[config.mk]
export PLATFORM = sky130hd
export DESIGN_NAME = i2c_reg_bank
export DESIGN_NICKNAME = d
export VERILOG_FILES = /design/src/rtl/bldc_regmap_pkg.sv /design/src/rtl/i2c_reg_bank.sv
export SDC_FILE = /design/constraint.sdc
export NUM_CORES = 1
export LEC_CHECK = 0
export CORE_ASPECT_RATIO = 0.7
export CORE_MARGIN = 2
export CORE_UTILIZATION = 57
export DETAILED_ROUTE_END_ITERATION = 12
export GPL_TIMING_DRIVEN = 1
export PLACE_DENSITY = 0.88
export SYNTH_ARGS = -nofsm -noshare
export SYNTH_HDL_FRONTEND = slang
export SYNTH_SLANG_ARGS = --single-unit
[constraint.sdc]
create_clock -name clk -period 5.8 [get_ports clk]
set_input_delay 1.16 -clock clk [delete_from_list [all_inputs] [get_ports clk]]
set_output_delay 1.16 -clock clk [all_outputs]
set_load 0.02 [all_outputs]
[src/rtl/bldc_regmap_pkg.sv]
// Register map shared by the I2C slave and the BLDC PID register bank.
// Holds the address window bounds, per-register addresses, CTRL bit
// positions, reset values and the grouped PID parameter struct.
package bldc_regmap_pkg;

  localparam logic [7:0] WIN_LO           = 8'h40;
  localparam logic [7:0] WIN_HI           = 8'h53;

  localparam logic [7:0] ADDR_CTRL        = 8'h40;
  localparam logic [7:0] ADDR_STATUS      = 8'h41;
  localparam logic [7:0] ADDR_SETPOINT_LO = 8'h42;
  localparam logic [7:0] ADDR_SETPOINT_HI = 8'h43;
  localparam logic [7:0] ADDR_KP_LO       = 8'h44;
  localparam logic [7:0] ADDR_KP_HI       = 8'h45;
  localparam logic [7:0] ADDR_KI_LO       = 8'h46;
  localparam logic [7:0] ADDR_KI_HI       = 8'h47;
  localparam logic [7:0] ADDR_KD_LO       = 8'h48;
  localparam logic [7:0] ADDR_KD_HI       = 8'h49;
  localparam logic [7:0] ADDR_OUT_MAX_LO  = 8'h4A;
  localparam logic [7:0] ADDR_OUT_MAX_HI  = 8'h4B;
  localparam logic [7:0] ADDR_SPEED_LO    = 8'h4C;
  localparam logic [7:0] ADDR_SPEED_HI    = 8'h4D;
  localparam logic [7:0] ADDR_ERR_LO      = 8'h4E;
  localparam logic [7:0] ADDR_ERR_HI      = 8'h4F;
  localparam logic [7:0] ADDR_WR_CNT      = 8'h50;
  localparam logic [7:0] ADDR_SCRATCH     = 8'h51;
  localparam logic [7:0] ADDR_ID          = 8'h52;
  localparam logic [7:0] ADDR_RSVD        = 8'h53;

  localparam int CTRL_EN_BIT     = 0;
  localparam int CTRL_DIR_BIT    = 1;
  localparam int CTRL_COMMIT_BIT = 7;

  localparam logic [7:0] WR_CNT_MAX = 8'hFF;

  typedef struct packed {
    logic [15:0] setpoint;
    logic [15:0] kp;
    logic [15:0] ki;
    logic [15:0] kd;
    logic [15:0] out_max;
  } pid_cfg_t;

  localparam pid_cfg_t PID_CFG_RST = '{
    setpoint: 16'h0000,
    kp:       16'h0000,
    ki:       16'h0000,
    kd:       16'h0000,
    out_max:  16'hFFFF
  };

  function automatic logic in_window(input logic [7:0] idx);
    return (idx >= WIN_LO) && (idx <= WIN_HI);
  endfunction

endpackage

[src/rtl/i2c_reg_bank.sv]
// Register bank between the I2C slave and the BLDC PID core.
// Decodes byte-wide write/read strobes over 0x40-0x53, stages PID
// configuration and transfers it to the active outputs on a commit.
// Speed/error hi bytes are snapshotted on the lo-byte read edge so a
// two-byte read is coherent.
//
// Ports:
//   clk, rst_n         system clock, async active-low reset
//   wr, rd             level strobes from the slave (edge-detected here)
//   index, wdata       register address and write byte
//   rdata              registered read byte
//   speed_meas, pid_err, fault   telemetry inputs
//   enable, dir, setpoint, kp, ki, kd, out_max   active PID outputs
//   cfg_update         one-cycle pulse when the active set is reloaded
module i2c_reg_bank
  import bldc_regmap_pkg::*;
#(
  parameter logic [7:0] RO_ID = 8'hB1
) (
  input  logic        clk,
  input  logic        rst_n,
  input  logic        wr,
  input  logic        rd,
  input  logic [7:0]  index,
  input  logic [7:0]  wdata,
  output logic [7:0]  rdata,
  input  logic [15:0] speed_meas,
  input  logic [15:0] pid_err,
  input  logic [3:0]  fault,
  output logic        enable,
  output logic        dir,
  output logic [15:0] setpoint,
  output logic [15:0] kp,
  output logic [15:0] ki,
  output logic [15:0] kd,
  output logic [15:0] out_max,
  output logic        cfg_update
);

  logic        wr_q, rd_q, armed;
  logic        wr_fire, rd_fire;

  pid_cfg_t    stg, stg_nxt, act;
  logic        stg_en, stg_en_nxt;
  logic        stg_dir, stg_dir_nxt;
  logic [7:0]  scratch, scratch_nxt;
  logic        cfg_pending;
  logic [7:0]  wr_cnt;
  logic [7:0]  snap_hi;
  logic [7:0]  rd_mux;

  logic        wr_hit, pend_set, commit;

  // armed blocks a wr that is already high when reset releases from
  // being taken as a rising edge.
  assign wr_fire = wr & ~wr_q & armed;
  assign rd_fire = rd & ~rd_q;

  always_ff @(posedge clk or negedge rst_n) begin
    if (!rst_n) begin
      wr_q  <= 1'b0;
      rd_q  <= 1'b0;
      armed <= 1'b0;
    end else begin
      wr_q  <= wr;
      rd_q  <= rd;
      armed <= armed | ~wr;
    end
  end

  always_comb begin
    stg_nxt     = stg;
    stg_en_nxt  = stg_en;
    stg_dir_nxt = stg_dir;
    scratch_nxt = scratch;
    wr_hit      = 1'b0;
    pend_set    = 1'b0;
    commit      = 1'b0;
    if (wr_fire) begin
      wr_hit   = 1'b1;
      pend_set = 1'b1;
      case (index)
        ADDR_CTRL: begin
          stg_en_nxt  = wdata[CTRL_EN_BIT];
          stg_dir_nxt = wdata[CTRL_DIR_BIT];
          commit      = wdata[CTRL_COMMIT_BIT];
        end
        ADDR_SETPOINT_LO: stg_nxt.setpoint[7:0]  = wdata;
        ADDR_SETPOINT_HI: stg_nxt.setpoint[15:8] = wdata;
        ADDR_KP_LO:       stg_nxt.kp[7:0]        = wdata;
        ADDR_KP_HI:       stg_nxt.kp[15:8]       = wdata;
        ADDR_KI_LO:       stg_nxt.ki[7:0]        = wdata;
        ADDR_KI_HI:       stg_nxt.ki[15:8]       = wdata;
        ADDR_KD_LO:       stg_nxt.kd[7:0]        = wdata;
        ADDR_KD_HI:       stg_nxt.kd[15:8]       = wdata;
        ADDR_OUT_MAX_LO:  stg_nxt.out_max[7:0]   = wdata;
        ADDR_OUT_MAX_HI:  stg_nxt.out_max[15:8]  = wdata;
        ADDR_SCRATCH: begin
          scratch_nxt = wdata;
          pend_set    = 1'b0;
        end
        default: begin
          wr_hit   = 1'b0;
          pend_set = 1'b0;
        end
      endcase
    end
  end

  always_ff @(posedge clk or negedge rst_n) begin
    if (!rst_n) begin
      stg         <= PID_CFG_RST;
      stg_en      <= 1'b0;
      stg_dir     <= 1'b0;
      scratch     <= 8'h00;
      act         <= PID_CFG_RST;
      enable      <= 1'b0;
      dir         <= 1'b0;
      cfg_pending <= 1'b0;
      cfg_update  <= 1'b0;
      wr_cnt      <= 8'h00;
    end else begin
      stg        <= stg_nxt;
      stg_en     <= stg_en_nxt;
      stg_dir    <= stg_dir_nxt;
      scratch    <= scratch_nxt;
      cfg_update <= commit;
      // Commit takes the _nxt values so CTRL bits written in the same
      // byte are included.
      if (commit) begin
        act         <= stg_nxt;
        enable      <= stg_en_nxt;
        dir         <= stg_dir_nxt;
        cfg_pending <= 1'b0;
      end else if (pend_set) begin
        cfg_pending <= 1'b1;
      end
      if (wr_hit && (wr_cnt != WR_CNT_MAX))
        wr_cnt <= wr_cnt + 8'd1;
    end
  end

  always_ff @(posedge clk or negedge rst_n) begin
    if (!rst_n) begin
      snap_hi <= 8'h00;
    end else if (rd_fire) begin
      if (index == ADDR_SPEED_LO)
        snap_hi <= speed_meas[15:8];
      else if (index == ADDR_ERR_LO)
        snap_hi <= pid_err[15:8];
    end
  end

  always_comb begin
    rd_mux = 8'h00;
    case (index)
      ADDR_CTRL:        rd_mux = {6'b0, stg_dir, stg_en};
      ADDR_STATUS:      rd_mux = {3'b0, cfg_pending, fault};
      ADDR_SETPOINT_LO: rd_mux = stg.setpoint[7:0];
      ADDR_SETPOINT_HI: rd_mux = stg.setpoint[15:8];
      ADDR_KP_LO:       rd_mux = stg.kp[7:0];
      ADDR_KP_HI:       rd_mux = stg.kp[15:8];
      ADDR_KI_LO:       rd_mux = stg.ki[7:0];
      ADDR_KI_HI:       rd_mux = stg.ki[15:8];
      ADDR_KD_LO:       rd_mux = stg.kd[7:0];
      ADDR_KD_HI:       rd_mux = stg.kd[15:8];
      ADDR_OUT_MAX_LO:  rd_mux = stg.out_max[7:0];
      ADDR_OUT_MAX_HI:  rd_mux = stg.out_max[15:8];
      ADDR_SPEED_LO:    rd_mux = speed_meas[7:0];
      ADDR_SPEED_HI:    rd_mux = snap_hi;
      ADDR_ERR_LO:      rd_mux = pid_err[7:0];
      ADDR_ERR_HI:      rd_mux = snap_hi;
      ADDR_WR_CNT:      rd_mux = wr_cnt;
      ADDR_SCRATCH:     rd_mux = scratch;
      ADDR_ID:          rd_mux = RO_ID;
      default:          rd_mux = 8'h00;
    endcase
  end

  always_ff @(posedge clk or negedge rst_n) begin
    if (!rst_n)
      rdata <= 8'h00;
    else
      rdata <= rd_mux;
  end

  assign setpoint = act.setpoint;
  assign kp       = act.kp;
  assign ki       = act.ki;
  assign kd       = act.kd;
  assign out_max  = act.out_max;

endmodule

* After elaboration in Yosys (flattened, before gate mapping)
Index checks and enable logic that the tools add are counted.
** Word-level totals
- Register bits :: 201
- Bits of input ports :: 56
- Output and inout port bits :: 91
- Logic and storage cells :: 85
** Cells by class
- $add $sub $neg :: 1
- Equal/unequal tests :: 20
- Multiplexer cells :: 26
- Bitwise logic cells :: 7
- Reduce and logical (&&, ||, !) cells :: 8
** Operators with widths (number)
- 8-bit by 7-bit == test with 1-bit output (second input constant) :: 19
- 8-bit one-hot mux with 18 select lines :: 1
- 8-bit two-way mux :: 12
- 80-bit two-way mux :: 1
- 1-bit two-way mux :: 12
- 12-bit OR reduction :: 1
- 11-bit OR reduction :: 1
- 8-bit by 1-bit adder with 8-bit output (second input constant) :: 1
- 8-bit inequality test (second input constant) :: 1
- 2-bit AND reduction :: 2
- 2-bit nonzero test :: 2
- 1-bit AND :: 3
- 1-bit NOT :: 3
- 2-bit OR reduction :: 1
- 1-bit logical AND :: 1
- 1-bit bitwise OR :: 1

* Longest topological paths before layout
- Word-level depth :: 6
- Gate-level depth with buffers :: 9

* Worst setup path after synthesis
Ideal clock, no wire load.
- Path type :: input to register
- Start :: in index[5]
- End :: reg act, in the netlist kp[11]
- Library setup time :: 0.128 ns
- Data arrival time :: 3.000 ns
- Path slack :: 2.673 ns
- Cell stages on the path :: 5
- Cells stage by stage :: nor4b_2 -> nand2_1 -> nor3_4 -> mux2_2 -> mux2_1
** RTL lines
- from (decl) :: line i2c_reg_bank.sv:24 : input logic [7:0] index,
- to (signal assigned) :: line i2c_reg_bank.sv:131 : act <= stg_nxt;
- to (decl) :: line i2c_reg_bank.sv:43 : pid_cfg_t stg, stg_nxt, act;

* Worst setup path after layout
- Start :: in index[0]
- End :: reg act, in the netlist setpoint[1]
** On the way
- Cells in the longest elaborated chain, start to end :: 3
- Elaborated cells on any way between the ends :: 6
- Those cells by class :: eq/ne: 2; mux: 4
** Ends and longest elaborated chain
- 8-bit by 7-bit == test with 1-bit output :: line i2c_reg_bank.sv:82 : case (index)
- 8-bit two-way mux or 1-bit two-way mux (tied branches) :: line i2c_reg_bank.sv:82
- 80-bit two-way mux or 1-bit two-way mux (tied branches) :: line i2c_reg_bank.sv:79 : if (wr_fire) begin
Parallel ways exist; a longest one is shown, timed or not.
A chain may end at the register's enable or synchronous reset.

==> impl_metrics.yaml <==
clocking:
  htreeDepth: 1
  ctsResizeCount: 0
  clockBufferDepth: 3
  numCtsBuffers: 19
  clkLatencyLatePin_ns: 0.49
  cts-root-buf: "clkbuf_16"
  cts_tree: "done"
  path_clk_slew_ns: 0.07
  post_cts_buffers: 0
  cts.sink_count: 201
  hold_buffers: 0
yosys:
  synth-adder-area-share_pct: 0.142
  synth_cells: 805
  synth-seq-area-share_pct: 57.5
  synthDistinctLibCells: 60
  muxShareOfSynthArea_pct: 13.7
  synthXorXnorAreaFrac_pct: 0.397
  synth_compound_area_share_pct: 9.83
  ys_ff_latch: 201
  ys.flop_type: "dfrtp_1"
  synthSimpleGateAreaFrac_pct: 15.9
  synth_top_family_by_area: "simple AND/OR/NAND/NOR gates"
  synth_edf_count: 0
  syn-num-nets: 862
  avgSynthCellArea_um2: 11.0
  ys_warn_count: 0
  async_reset_ff_share_pct: 100
  synth_area_um2: 8820
floorplanning:
  die_width_um: 153
  fp-row-count: 37
  top_level_ports: 147
  initial_core_util_pct: 59.2
  die_y_um: 108
  core_um2: 14900
  fp.dieArea_um2: 16500
place:
  routabilityCongestion: 1.02
  io_buffer_count: 146
  place_hpwl_um: 18500
global_route:
  antenna_found_initial: 0
  grt_pass1_vias: 7216
  grt_pass1_wl_um: 41500
  grtUsageTotal_pct: 32.8
  grt_max_degree: 104
  grt_overflow: 0
sta:
  finalHoldViolations: 0
  slew_headroom_pct: 30.0
  final.setup.tns_ns: 0
  drv_slew: 0
  rsz0062_at_grt: "no"
  layout_min_cycle_time_ns: 3.85
  fmax_mhz: 260
  setup_viol: 0
  worst_slew_pin_slew_ns: 1.04
  skew_ns: 0.0206
  fin_crit_sh_pct: 66.4
power_and_ir_drop:
  power_density_nw_per_um2: 264
  max-vdd-ir-drop_uv: 160
  power.total_uw: 2920
  p_leak_uw: 0.00504
setup_path:
  critPathMaxFanout: 47
  r2r-start: "wr_q"
  crit_arrival_ns: 4.20
  critPathCaptureType: "flip-flop"
  required_ns: 6.15
  worst-r2r-setup-slack_ns: 3.04
  rr_endpoint: "setpoint[1]"
  critPathKind: "in2reg"
  ff2ff_path_depth: 6
  crit_start: "index[0]"
  startpoint_type: "primary input"
layout:
  finalNetCount: 995
  most-common-layout-cells: "nand2_1, dfrtp_1, clkdlybuf4s50_1"
  area.growth.synth_to_final_pct: 25.4
  drive_gt1_share_pct: 19.5
  fill_cells: 1001
  n_antenna_cell: 0
  final_common_cell: "nand2_1"
worst_hold_path:
  holdPathStages: 2
  hold_path.class: "reg2reg"
  hp-start: "stg[15]"
  whs_endpoint: "stg[15]"
job:
  maxCapViolCount: 0
route:
  postRouteAntennaNets: 0
  wl_per_cell_um: 23.4
  firstDrtPassIters: 6
  route.detailed.drc: 0
  drtIter0Drc: 937
  via_count: 7164
  wl_um: 26800
  viasPerCell: 6.26
run_status:
  outcome: "finished, final reports clean"
[worst max-delay path, cell delays in order]
cell and delay, ns:
clkdlybuf4s50_1 0.84, or2_2 0.64, nor2_1 0.42, nand3_2 0.13
inv_1 0.09, buf_4 0.49, mux2_2 0.42
[synthesized netlist by cell type (all sizes together), types with 3 or more instances]
master,n,share of area [%]
nand2,191,8.3
dfrtp,169,48
mux2,92,12
o21ai,45,2.6
nor2,44,2.0
dfstp,32,9.5
clkbuf,29,1.2
nor3,21,1.6
a21oi,17,1.0
buf,16,0.92
mux2i,13,1.5
nand3,12,0.68
a22oi,11,0.94
o22ai,10,0.71
a221oi,9,0.89
inv,8,0.34
a31oi,7,0.50
a22o,6,0.60
and3,6,0.43
nand2b,6,0.43
nand4,6,0.43
nor2b,5,0.35
a32o,4,0.45
a32oi,3,0.30
and2,3,0.21
nand3b,3,0.26
o211ai,3,0.26
o2bb2ai,3,0.30
xnor2,3,0.30
[sequential cells by signal, indices dropped and copies added (netlist names), 8 cells and up]
register	flops
rdata	8
snap_hi	8
wr_cnt	8
scratch	8
out_max	16
stg	80
setpoint	16
kd	16
ki	16
kp	16
[cell type report]
class | instances | area, um^2 | share of cell area (%)
Sequential cell | 201 | 5070 | 45.8
Clock buffer | 27 | 546 | 4.93
Timing Repair Buffer | 157 | 1560 | 14.1
Clock inverter | 6 | 78.8 | 0.713
Inverter | 8 | 30.0 | 0.271
Tap cell | 195 | 244 | 2.21
Multi-Input combinational cell | 551 | 3530 | 31.9
[stage by stage]
step	worst slack [ns]	area (um^2)	util, %	hold WS [ns]	cells
finish	1.95	11100	74.2	0.481	1145
global route	1.80	11100	74.2	0.494	1145
CTS	1.98	11100	74.2	0.474	1145
detailed placement	1.47	10400	70.0	0.464	1112
global placement	1.61	10400	70.0	0.449	1112
floorplan	2.67	8820	-	0.440	805
[cell families after synthesis]
| kind of cell | count (synthesis) |
|---|---|
| fa+ha+maj | 1 |
| flops | 201 |
| xor+xnor | 4 |
| buf+inv | 53 |
| compound gates | 131 |
| mux | 107 |
| simple gates | 308 |
[worst max-delay path by stage]
stage	end	slack, ns	cells past startpoint
global route	setpoint[1]	1.80	7
CTS	setpoint[1]	1.98	7
floorplan	kp[11]	2.67	5
global placement	ki[2]	1.61	7
finish	setpoint[1]	1.95	7
detailed placement	setpoint[1]	1.47	7
[routing by layer]
metal  up-vias  routed length (um)  track usage, %
li1       3090                   -               -
met1      3487               11000            47.0
met2       504               11800            50.0
met3        83                3230            8.14
met4         0                 894            10.3
met5         -                   0               0
[power by group]
group          switching, uW  internal, uW
sequential              23.9          1430
combinational            122          78.4
clock                    515           743
total                    662          2250
Note: power is estimated with default switching activity, not from simulation.
